===== src/rtl/mem_probe_ctrl_if.sv =====
// Memory-port bundle between mem_probe_ctrl and the interleaved memory,
// plus the shared access-width type.
package mem_probe_pkg;
  typedef enum logic {
    MEM_BYTE = 1'b0,
    MEM_WORD = 1'b1
  } mem_width_t;
endpackage

interface mem_probe_if #(
  parameter int unsigned ADDR_W = 10,
  parameter int unsigned DATA_W = 32
);
  import mem_probe_pkg::*;

  logic [ADDR_W-1:0] mem_addr;
  mem_width_t        mem_width;
  logic              mem_we;
  logic [DATA_W-1:0] mem_wdata;
  logic [DATA_W-1:0] mem_rdata;

  modport master (
    output mem_addr,
    output mem_width,
    output mem_we,
    output mem_wdata,
    input  mem_rdata
  );

  modport slave (
    input  mem_addr,
    input  mem_width,
    input  mem_we,
    input  mem_wdata,
    output mem_rdata
  );
endinterface


===== src/rtl/mem_probe_ctrl.sv =====
// Button-driven probe controller: debounced navigation/write commands, LED view of read data.
// Optional auto-scan address stepping is built only when MEM_PROBE_SCAN_EN is defined.
module mem_probe_ctrl
  import mem_probe_pkg::*;
#(
  parameter int unsigned       ADDR_W    = 10,
  parameter int unsigned       DATA_W    = 32,
  parameter int unsigned       LED_W     = 8,
  parameter int unsigned       DB_CYCLES = 65536,
  parameter logic [7:0]        BYTE_PAT  = 8'hA7,
  parameter logic [DATA_W-1:0] WORD_PAT  = 32'h0DEFACED,
  parameter int unsigned       SCAN_DIV  = 2**24
) (
  input  logic             clk_i,
  input  logic             rst_ni,
  input  logic [3:0]       btn_i,
  input  logic             scan_i,
  mem_probe_if.master      mem,
  output logic [LED_W-1:0] led_o,
  output logic             busy_o
);

  localparam int unsigned       DB_W      = $clog2(DB_CYCLES);
  localparam logic [DB_W-1:0]   DB_MAX    = DB_W'(DB_CYCLES - 1);
  localparam logic [DATA_W-1:0] BYTE_WORD = DATA_W'(BYTE_PAT);

  typedef enum logic [1:0] {
    ST_IDLE   = 2'd0,
    ST_WRITE  = 2'd1,
    ST_SETTLE = 2'd2
  } state_t;

  // ---------------------------------------------------------------------------
  // Button conditioning
  // ---------------------------------------------------------------------------
  logic [3:0]      sync1_q, sync2_q, last_q;
  logic [3:0]      acc_q, acc_d;
  logic [3:0]      cmd_q, cmd_d;
  logic [DB_W-1:0] db_cnt_q [4];
  logic [DB_W-1:0] db_cnt_d [4];

  // Debounce next state: any change of the synced level restarts the count.
  always_comb begin
    for (int i = 0; i < 4; i++) begin
      acc_d[i]    = acc_q[i];
      db_cnt_d[i] = db_cnt_q[i];
      if (sync2_q[i] != last_q[i]) begin
        db_cnt_d[i] = {DB_W{1'b0}};
      end else if (db_cnt_q[i] == DB_MAX) begin
        acc_d[i] = last_q[i];
      end else begin
        db_cnt_d[i] = db_cnt_q[i] + DB_W'(1'b1);
      end
    end
    cmd_d = acc_d & ~acc_q;
  end

  // Synchroniser, debounce counters, accepted levels and command pulses.
  always_ff @(posedge clk_i or negedge rst_ni) begin
    if (!rst_ni) begin
      sync1_q <= 4'b0000;
      sync2_q <= 4'b0000;
      last_q  <= 4'b0000;
      acc_q   <= 4'b0000;
      cmd_q   <= 4'b0000;
      for (int i = 0; i < 4; i++) begin
        db_cnt_q[i] <= {DB_W{1'b0}};
      end
    end else begin
      sync1_q <= btn_i;
      sync2_q <= sync1_q;
      last_q  <= sync2_q;
      acc_q   <= acc_d;
      cmd_q   <= cmd_d;
      for (int i = 0; i < 4; i++) begin
        db_cnt_q[i] <= db_cnt_d[i];
      end
    end
  end

  // ---------------------------------------------------------------------------
  // Auto-scan (optional)
  // ---------------------------------------------------------------------------
  state_t     state_q, state_d;
  logic [3:0] cmd_ok_s;
  logic       scan_step_s;

`ifdef MEM_PROBE_SCAN_EN
  localparam int unsigned     SC_W   = $clog2(SCAN_DIV);
  localparam logic [SC_W-1:0] SC_MAX = SC_W'(SCAN_DIV - 1);

  logic            scan_s1_q, scan_s2_q;
  logic [SC_W-1:0] presc_q, presc_d;
  logic            write_cmd_s;

  // Navigation commands are masked while scanning; writes always go through.
  assign cmd_ok_s    = cmd_q & {2'b11, ~scan_s2_q, ~scan_s2_q};
  assign write_cmd_s = cmd_ok_s[2] | cmd_ok_s[3];

  // Prescaler clears when scan is off and pauses outside IDLE or on a write.
  always_comb begin
    presc_d     = presc_q;
    scan_step_s = 1'b0;
    if (!scan_s2_q) begin
      presc_d = {SC_W{1'b0}};
    end else if ((state_q != ST_IDLE) || write_cmd_s) begin
      presc_d = presc_q;
    end else if (presc_q == SC_MAX) begin
      presc_d     = {SC_W{1'b0}};
      scan_step_s = 1'b1;
    end else begin
      presc_d = presc_q + SC_W'(1'b1);
    end
  end

  // Scan switch synchroniser and prescaler register.
  always_ff @(posedge clk_i or negedge rst_ni) begin
    if (!rst_ni) begin
      scan_s1_q <= 1'b0;
      scan_s2_q <= 1'b0;
      presc_q   <= {SC_W{1'b0}};
    end else begin
      scan_s1_q <= scan_i;
      scan_s2_q <= scan_s1_q;
      presc_q   <= presc_d;
    end
  end
`else
  logic unused_scan;

  assign unused_scan = scan_i;
  assign cmd_ok_s    = cmd_q;
  assign scan_step_s = 1'b0;
`endif

  // ---------------------------------------------------------------------------
  // Command FSM and registered outputs
  // ---------------------------------------------------------------------------
  logic [ADDR_W-1:0] addr_q, addr_d;
  mem_width_t        width_q, width_d;
  logic              we_q, we_d;
  logic [DATA_W-1:0] wdata_q, wdata_d;
  logic [LED_W-1:0]  led_q, led_d;
  logic              unused_rdata;

  assign unused_rdata = ^mem.mem_rdata;

  // Next-state and output decode; command priority is btn0 > btn1 > btn2 > btn3.
  always_comb begin
    state_d = state_q;
    addr_d  = addr_q;
    width_d = width_q;
    we_d    = 1'b0;
    wdata_d = wdata_q;
    led_d   = led_q;
    case (state_q)
      ST_IDLE: begin
        led_d = mem.mem_rdata[LED_W-1:0];
        if (cmd_ok_s[0]) begin
          addr_d = addr_q + ADDR_W'(1'b1);
        end else if (cmd_ok_s[1]) begin
          addr_d = {ADDR_W{1'b0}};
        end else if (cmd_ok_s[2]) begin
          width_d = MEM_BYTE;
          wdata_d = BYTE_WORD;
          we_d    = 1'b1;
          state_d = ST_WRITE;
        end else if (cmd_ok_s[3]) begin
          width_d = MEM_WORD;
          wdata_d = WORD_PAT;
          we_d    = 1'b1;
          state_d = ST_WRITE;
        end else if (scan_step_s) begin
          addr_d = addr_q + ADDR_W'(1'b1);
        end else begin
          addr_d = addr_q;
        end
      end
      ST_WRITE: begin
        state_d = ST_SETTLE;
      end
      ST_SETTLE: begin
        width_d = MEM_BYTE;
        wdata_d = {DATA_W{1'b0}};
        state_d = ST_IDLE;
      end
      default: begin
        state_d = ST_IDLE;
      end
    endcase
  end

  // FSM state and registered memory/LED outputs.
  always_ff @(posedge clk_i or negedge rst_ni) begin
    if (!rst_ni) begin
      state_q <= ST_IDLE;
      addr_q  <= {ADDR_W{1'b0}};
      width_q <= MEM_BYTE;
      we_q    <= 1'b0;
      wdata_q <= {DATA_W{1'b0}};
      led_q   <= {LED_W{1'b0}};
    end else begin
      state_q <= state_d;
      addr_q  <= addr_d;
      width_q <= width_d;
      we_q    <= we_d;
      wdata_q <= wdata_d;
      led_q   <= led_d;
    end
  end

  assign mem.mem_addr  = addr_q;
  assign mem.mem_width = width_q;
  assign mem.mem_we    = we_q;
  assign mem.mem_wdata = wdata_q;
  assign led_o         = led_q;
  assign busy_o        = (state_q != ST_IDLE);

endmodule


===== src/flat_wrapper.sv =====
// flat-port wrapper written by rule: the top's interface ports become plain ports
module mem_probe_ctrl_flat import mem_probe_pkg::*;
#(
  parameter int unsigned       ADDR_W    = 10,
  parameter int unsigned       DATA_W    = 32,
  parameter int unsigned       LED_W     = 8,
  parameter int unsigned       DB_CYCLES = 65536,
  parameter logic [7:0]        BYTE_PAT  = 8'hA7,
  parameter logic [DATA_W-1:0] WORD_PAT  = 32'h0DEFACED,
  parameter int unsigned       SCAN_DIV  = 2**24
)
  (clk_i, rst_ni, btn_i, scan_i, led_o, busy_o, mem_mem_addr, mem_mem_width, mem_mem_we, mem_mem_wdata, mem_mem_rdata);
  mem_probe_if #(.ADDR_W(ADDR_W), .DATA_W(DATA_W)) mem_i ();
  input  logic clk_i;
  input  logic rst_ni;
  input  logic [3:0] btn_i;
  input  logic scan_i;
  output logic [LED_W-1:0] led_o;
  output logic busy_o;
  output wire logic [$bits(mem_i.mem_addr)-1:0] mem_mem_addr;
  output wire logic [$bits(mem_i.mem_width)-1:0] mem_mem_width;
  output wire logic [$bits(mem_i.mem_we)-1:0] mem_mem_we;
  output wire logic [$bits(mem_i.mem_wdata)-1:0] mem_mem_wdata;
  input wire logic [$bits(mem_i.mem_rdata)-1:0] mem_mem_rdata;
  assign mem_mem_addr = mem_i.mem_addr;
  assign mem_mem_width = mem_i.mem_width;
  assign mem_mem_we = mem_i.mem_we;
  assign mem_mem_wdata = mem_i.mem_wdata;
  assign mem_i.mem_rdata = mem_mem_rdata;
  mem_probe_ctrl #(.ADDR_W(ADDR_W), .DATA_W(DATA_W), .LED_W(LED_W), .DB_CYCLES(DB_CYCLES), .BYTE_PAT(BYTE_PAT), .WORD_PAT(WORD_PAT), .SCAN_DIV(SCAN_DIV)) u_core (.clk_i(clk_i), .rst_ni(rst_ni), .btn_i(btn_i), .scan_i(scan_i), .mem(mem_i), .led_o(led_o), .busy_o(busy_o));
endmodule

===== config.mk =====
export PLATFORM = sky130hd
export DESIGN_NAME = mem_probe_ctrl_flat
export DESIGN_NICKNAME = d
export VERILOG_FILES = /design/src/rtl/mem_probe_ctrl_if.sv /design/src/rtl/mem_probe_ctrl.sv /design/src/flat_wrapper.sv
export SDC_FILE = /design/constraint.sdc
export NUM_CORES = 1
export LEC_CHECK = 0
export ABC_AREA = 1
export CAP_MARGIN = 20
export CORE_AREA = 2 2 105 184
export CTS_BUF_LIST = sky130_fd_sc_hd__clkbuf_4
export CTS_CLUSTER_DIAMETER = 150
export DETAILED_ROUTE_END_ITERATION = 8
export DIE_AREA = 0 0 107 186
export PLACE_DENSITY = 0.63
export SKIP_CTS_REPAIR_TIMING = 1
export SKIP_LAST_GASP = 1
export SLEW_MARGIN = 10
export SYNTH_ARGS = -nofsm -noshare
export SYNTH_HDL_FRONTEND = slang
export SYNTH_SLANG_ARGS = --single-unit

===== constraint.sdc =====
create_clock -name clk_i -period 4.13 [get_ports clk_i]
set_clock_uncertainty 0.1 [all_clocks]
set_input_delay 1.0325 -clock clk_i [delete_from_list [all_inputs] [get_ports clk_i]]
set_output_delay 1.0325 -clock clk_i [all_outputs]
set_load 0.02 [all_outputs]

Word level (Yosys, flattened, before mapping). Index checks and enable logic that the tools add are counted.

Output and inout bits: 53. Word-level logic and storage cells: 84. Flip-flop bits (word level): 138.

Bitwise gates (word level): 2. Mux-type cells: 38. Add/sub/neg operators: 5. Reduce and logical (&&, ||, !) cells: 7. Equal/unequal tests: 17.

Operator list (count): two-way mux 16 bit (8); two-way mux 32 bit (4); adder 16 x 1 -> 16 bit, second input constant (4); equality test 16 bit, second input constant (4); one-hot mux 32 bit (2 select lines) (1); two-way mux 10 bit (2); two-way mux 1 bit (17); adder 10 x 1 -> 10 bit, second input constant (1); two-way mux 2 bit (4); inequality test 2 x 1 -> 1 bit, second input constant (4); nonzero test 2 bit (3); AND 4 bit (1); inequality test 1 bit (4); inequality test 2 bit, second input constant (2); inverter 4 bit (1); one-hot mux 2 bit (2 select lines) (1); AND reduction 4 bit (1); inequality test 3 x 1 -> 1 bit, second input constant (1); AND reduction 3 bit (1); equality test 2 x 1 -> 1 bit, second input constant (1); equality test 2 bit, second input constant (1); zero test 2 bit (1); one-hot mux 1 bit (2 select lines) (1); AND reduction 2 bit (1).

Logic depth before layout (Yosys ltp). Gate-level depths: netlist of the first run.

Depth in word-level cells: 5. Gate-level depth with buffers: 8. Mapped depth without buffers: 8.

Worst setup path before layout of the first run. No wires, ideal clock.

Path type: register to output. From: reg, netlist name u_core.mem.mem_wdata[26]. To: out mem_mem_wdata[10]. Cell stages (with the launch flop): 2. Slack: 2095 ps. Required time: 2998 ps. Arrival time: 902 ps. Buffers on the path: 1. Cells stage by stage: dfrtp_1 buf_4.

RTL lines: to (decl) (RTL line flat_wrapper.sv:23) `output wire logic [$bits(mem_i.mem_wdata)-1:0] mem_mem_wdata;`.

Final worst setup path of the first run.
From: reg u_core.state_q[1]. To: out busy_o.

Cells in the longest elaborated chain, start to end: 1.

Ends and longest elaborated chain: from (decl) (RTL line mem_probe_ctrl.sv:84) `state_t state_q, state_d;`; from (signal assigned) (RTL line mem_probe_ctrl.sv:203) `state_q <= state_d;`; nonzero test 2 bit (RTL line mem_probe_ctrl.sv:217) `assign busy_o = (state_q != ST_IDLE);`; to (decl) (RTL line flat_wrapper.sv:19) `output logic busy_o;`.

No other way between the ends.

==> metrics.txt, run 1 <==
layout cells sized above 1 8.238%; Hold Fails Final Rpt 0; largest area contributor in the netlist dfrtp_1; Clock Sinks 108; sequential area share after synthesis 46.40%; hpwl dp 8961 um; Seq cells post-synth 108; final WL 12,140 um; vias 4,744; Worst Setup End Kind primary output; vias in the first global route 4,709; H-tree levels 3; final slew viol count 0; core box area 18,420 sq um; initial antenna violation count 1; fin nets 828; Final Power 1.803 mW; row cnt 66; setup tns final 0 ps; PwrDens 274.6 nW/um^2; Yosys top cell area share 46.40%; maximum clock frequency 0.3109 GHz; final worst-path cycle share 77.88%; Area contributors post-synth dfrtp_1 46%, nand2_1 15%, nand3_1 8.2%; vias per inst 4.615; pre-CTS setup slack 1419 ps; Hold Slack 270.1 ps; WL met2 6517 um; simple-gate share of the synthesized area 37.49%; startpoint types flop; Root Driver clkbuf_4; CP arrival 2080 ps; Top Ports 92; Remaining DRCs 0; post-route minimum period 3217 ps; Die Wd 107 um; Max VDD drop 0.1349 mV; final setup fails 0; Synth Area in Compound Gates 4.232%; Tightest Pin Transition 743.6 ps; largest family of logic cells by synthesized area simple AND/OR/NAND/NOR gates; cell area after synthesis 5824 sq um; gr usage total 13.37%; PortBufs 55; count leader, synth nand2_1; TritonCTS Buffers 9; Post-Place Cells 1,011; final instance area 6566 sq um; leak pwr 3.260 nW; die area 19,900 sq um; largest net degree at the start of global routing 57; mux share of post-synthesis cell area 0%; setup slack after layout 913.5 ps; CP Max Fanout 12; Max Root-Sink Buffers 2; Clock Pin Slew Worst Setup and Hold Paths 170 ps; Crit Path Class reg2out; Layout Cells excl Fill 1,028; antenna-violating nets left 0; Gate Count Post-Synth 746; Adder-Cell Fraction of Synth Area 1.074%; xor/xnor share of the synthesized area 1.375%; Placement Cell Area 6426 sq um; CTS tree built; RD Place Congestion 0.9006; Clock Latency Late Sink 480 ps; Post-synth top flop dfrtp_1; DRT iter0 DRCs 272; max cap viols 0; first-pass GRT wire length 21,360 um; initial cell density of the core 31.63%; highest metal used met4; average wire per standard cell 11.81 um; synth warn 0; EDFF count, synth 0; Syn-to-layout area delta 12.74%; CP cell instances inv_1 -> nand2_1 -> clkdlybuf4s50_1; drt pass-1 iters 4; async set-reset flop share out of synthesis 100.0%; Die Ht 186 um; RSZ-0062 raised after global routing false; CP max stage cell clkdlybuf4s50_1; status finished clean; DR WL met3 419 um; mean post-synth cell area 7.807 sq um; CP max stage delay 700 ps; hold crit path type reg2reg; final core occ 35.66%; Post-synth top cells 234 x nand2_1, 108 x dfrtp_1, 96 x nand3_1; Relative slew margins 50.43%; Distinct cells, synth 33; CP required 3000 ps; met1 wire length 4847 um; grt total ovfl 0
## cells by family (layout without fill, tap and decap cells)
family | count (synthesis) | after routing
DFF | 108 | 108
other | 1 | 12
and+or+nand+nor | 480 | 480
xor gates and xnor gates | 7 | 7
buffers and inverters | 104 | 137
AOI/OAI and AO/OA | 41 | 41
adders and majority gates | 5 | 5
## critical path, delay by kind of cell, from the launching register on
family                 cells  cell delay (ps)
and+or+nand+nor            1              400
buffers and inverters      2              770
DFF                        1              440
## report_power, final
part           switching [mW]  internal, mW  total [mW]
sequential             0.0305          1.09        1.12
clock                   0.361         0.192       0.553
combinational          0.0893        0.0434       0.133
total                   0.481          1.32        1.80
## metal layers
layer / up-vias / GRT usage [%]
li1: 2419 / -
met1: 2187 / 14.53
met2: 113 / 24.94
met3: 25 / 2.066
met4: 0 / 6.442
met5: - / 0
## layout by cell type (no fill, tap or decap), types with 4 or more instances in the layout
master           Yosys  routed
nor2_4               7       7
xor2_1               4       4
a21oi_1              8       8
nand4_1             23      23
nand3_1             96      96
clkdlybuf4s50_1      0      54
nor2_2               5       5
ha_1                 5       5
o21bai_1            10      10
o21ai_0             16      16
clkbuf_4             0      10
nand2_4              5       5
nor2_1              83      83
or2_2               13      13
nand2_1            234     234
dfrtp_1            108     108
nand2_2              9       9
inv_1               60      60
conb_1               1      11
## state kept, by name, summed over array words and instances (netlist names)
| name | cells |
|---|---|
| u_core.led_o | 8 |
| u_core.mem.mem_addr | 10 |
| u_core.mem.mem_we | 1 |
| u_core.sync2_q | 4 |
| u_core.mem.mem_wdata | 3 |
| u_core.sync1_q | 4 |
| u_core.cmd_ok_s | 4 |
| u_core.db_cnt_q | 64 |
| u_core.state_q | 2 |
| u_core.acc_q | 4 |
| u_core.last_q | 4 |
## cell type report
type | instances | area [sq um]
tap | 238 | 297.8
antenna | 1 | 2.502
clock inverter | 6 | 62.56
clock buffer | 10 | 75.07
inverter | 65 | 244.0
fill | 1913 | 11850
multi-input combinational | 544 | 2614
timing repair buffer | 56 | 568.0
sequential | 108 | 2703
## final timing paths
kind                                                    start  cells after the start                               to  slack, ps
worst min register to register    u_core.sync1_q[0]$_DFF_PN0_                      0      u_core.sync2_q[0]$_DFF_PN0_        270
worst max-delay path            u_core.state_q[1]$_DFFE_PN0P_                      3                           busy_o        910
worst max register to register     u_core.last_q[1]$_DFF_PN0_                      4  u_core.db_cnt_q[47]$_DFFE_PN0P_       2250
worst min-delay path              u_core.sync1_q[0]$_DFF_PN0_                      0      u_core.sync2_q[0]$_DFF_PN0_        270
min in group asynchronous                              rst_ni                      1   u_core.db_cnt_q[3]$_DFFE_PN0P_        490
max in group asynchronous                              rst_ni                      2   u_core.db_cnt_q[2]$_DFFE_PN0P_       2690
Power figures use the tool's default switching activity.
==> inputs of run 2 (changes only) <==
clock period = 3.11 ns   (was 4.13 ns; I/O delays follow)
==> run 2 against run 1 <==
Sequential share of layout area down 0.12 points. Cell area up 0.29%. Via count down 0.15%. Total power up 33%. Die area unchanged. First-iteration DRC count down 22%. Largest cell class unchanged. Setup slack worse by 480 ps. Clock-buffer cell count down 1. Highest routed layer unchanged.
==> metrics.txt, run 2 (same netlist as run 1, synthesis figures left out) <==
final slew viol count 0; Worst path top cell family by delay buffers and inverters; Crit Path Class reg2out; row cnt 66; Hold Fails Final Rpt 0; initial cell density of the core 31.63%; most frequent cells in the layout 234 x nand2_1, 108 x dfrtp_1, 96 x nand3_1, 83 x nor2_1, 60 x inv_1; vias in the first global route 4,563; Worst Setup End Kind primary output; Hold Slack 161.4 ps; Bufs and invs on worst path 1; Clock Sinks 108; layout cells sized above 1 8.333%; final setup fails 0; antenna-violating nets left 0; TritonCTS Buffers 9; CTS tree built; first-pass GRT wire length 21,020 um; Die Ht 186 um; vias 4,737; setup tns final 0 ps; CP cell instances clkdlybuf4s50_1; Top Ports 92; vias per inst 4.595; CP required 2230 ps; hpwl dp 8955 um; startpoint types flop; core box area 18,420 sq um; gr usage total 13.14%; max cap viols 0; final WL 12,200 um; Syn-to-layout area delta 13.06%; status finished clean; Relative slew margins 62.38%; grt total ovfl 0; H-tree levels 3; DRT iter0 DRCs 211; die area 19,900 sq um; Root Driver clkbuf_4; commonest non-fill, non-tap cell in the layout nand2_1; PwrDens 362.9 nW/um^2; Clock Latency Late Sink 490 ps; RSZ-0062 raised after global routing false; Max Root-Sink Buffers 2; average wire per standard cell 11.83 um; largest register by flop count u_core.db_cnt_q; hold crit path type in2async; CP max stage delay 700 ps; maximum clock frequency 0.3733 GHz; Tightest Pin Transition 564.3 ps; Die Wd 107 um; Clock Pin Slew Worst Setup and Hold Paths 160 ps; CP Max Fanout 18; CP arrival 1800 ps; Max VDD drop 0.1649 mV; fin nets 831; final worst-path cycle share 86.13%; largest net degree at the start of global routing 46; PortBufs 55; post-route minimum period 2679 ps; CP max stage cell clkdlybuf4s50_1; Largest register FFs 64; drt pass-1 iters 5; RD Place Congestion 0.8352; initial antenna violation count 1; # fillers 1,917; Remaining DRCs 0; leak pwr 3.267 nW
==> run 2: worst register-to-register path, stage by stage, from the launching register on <==
cell     delay, ps
dfrtp_1        420
xor2_1         290
inv_1          340
nand2_2        370
o21ai_0        150
==> run 2: area by class of cell <==
class                      count  area, sq um  area share (%)
tap                          238        297.8           4.522
timing repair buffer          59        590.6           8.968
clock buffer                   9        67.56           1.026
clock inverter                 7        66.31           1.007
sequential                   108         2703           41.04
multi-input combinational    544         2614           39.69
antenna                        1        2.502         0.03800
inverter                      65        244.0           3.705
==> run 2: power breakdown <==
part	switching, mW	leakage, nW	internal [mW]
sequential	0.0395	1.45	1.44
combinational	0.119	1.74	0.0603
clock	0.486	0.0727	0.243
==> run 2: through the flow <==
stage                     power, mW  util [%]  cells  area [sq um]  worst slack, ps
final                         2.390     35.76   1031          6585            431.4
after global routing          2.505     35.76   1031          6585            275.6
after CTS                     2.423     35.75   1030          6583            383.7
after detailed placement      1.692     35.02   1014          6449            924.0
after global placement        1.690     35.02   1014          6449            951.6
after floorplan               1.616         -    756          5862             1330
==> run 2: path summary, 6_finish.rpt <==
| check | start | endpoint | slack, ps | cells past startpoint |
|---|---|---|---|---|
| min in group clk_i | u_core.sync1_q[3]$_DFF_PN0_ | u_core.sync2_q[3]$_DFF_PN0_ | 260 | 0 |
| max reg2reg | u_core.last_q[3]$_DFF_PN0_ | u_core.db_cnt_q[6]$_DFFE_PN0P_ | 1310 | 4 |
| max | u_core.mem.mem_wdata[26]$_DFFE_PN0P_ | mem_mem_wdata[15] | 430 | 1 |
| min | rst_ni | u_core.db_cnt_q[19]$_DFFE_PN0P_ | 160 | 1 |
| min reg2reg | u_core.sync1_q[3]$_DFF_PN0_ | u_core.sync2_q[3]$_DFF_PN0_ | 260 | 0 |
| max in group asynchronous | rst_ni | u_core.db_cnt_q[0]$_DFFE_PN0P_ | 2030 | 2 |
==> run 2: per-layer routing <==
| metal | vias to the layer above | share of wire, % | global-route usage [%] | wire length [um] |
|---|---|---|---|---|
| li1 | 2429 | - | - | - |
| met1 | 2193 | 42 | 14.51 | 5090 |
| met2 | 97 | 53 | 24.84 | 6471 |
| met3 | 18 | 3.2 | 1.996 | 385 |
| met4 | 0 | 2.0 | 5.143 | 250 |
| met5 | - | 0 | 0 | 0 |
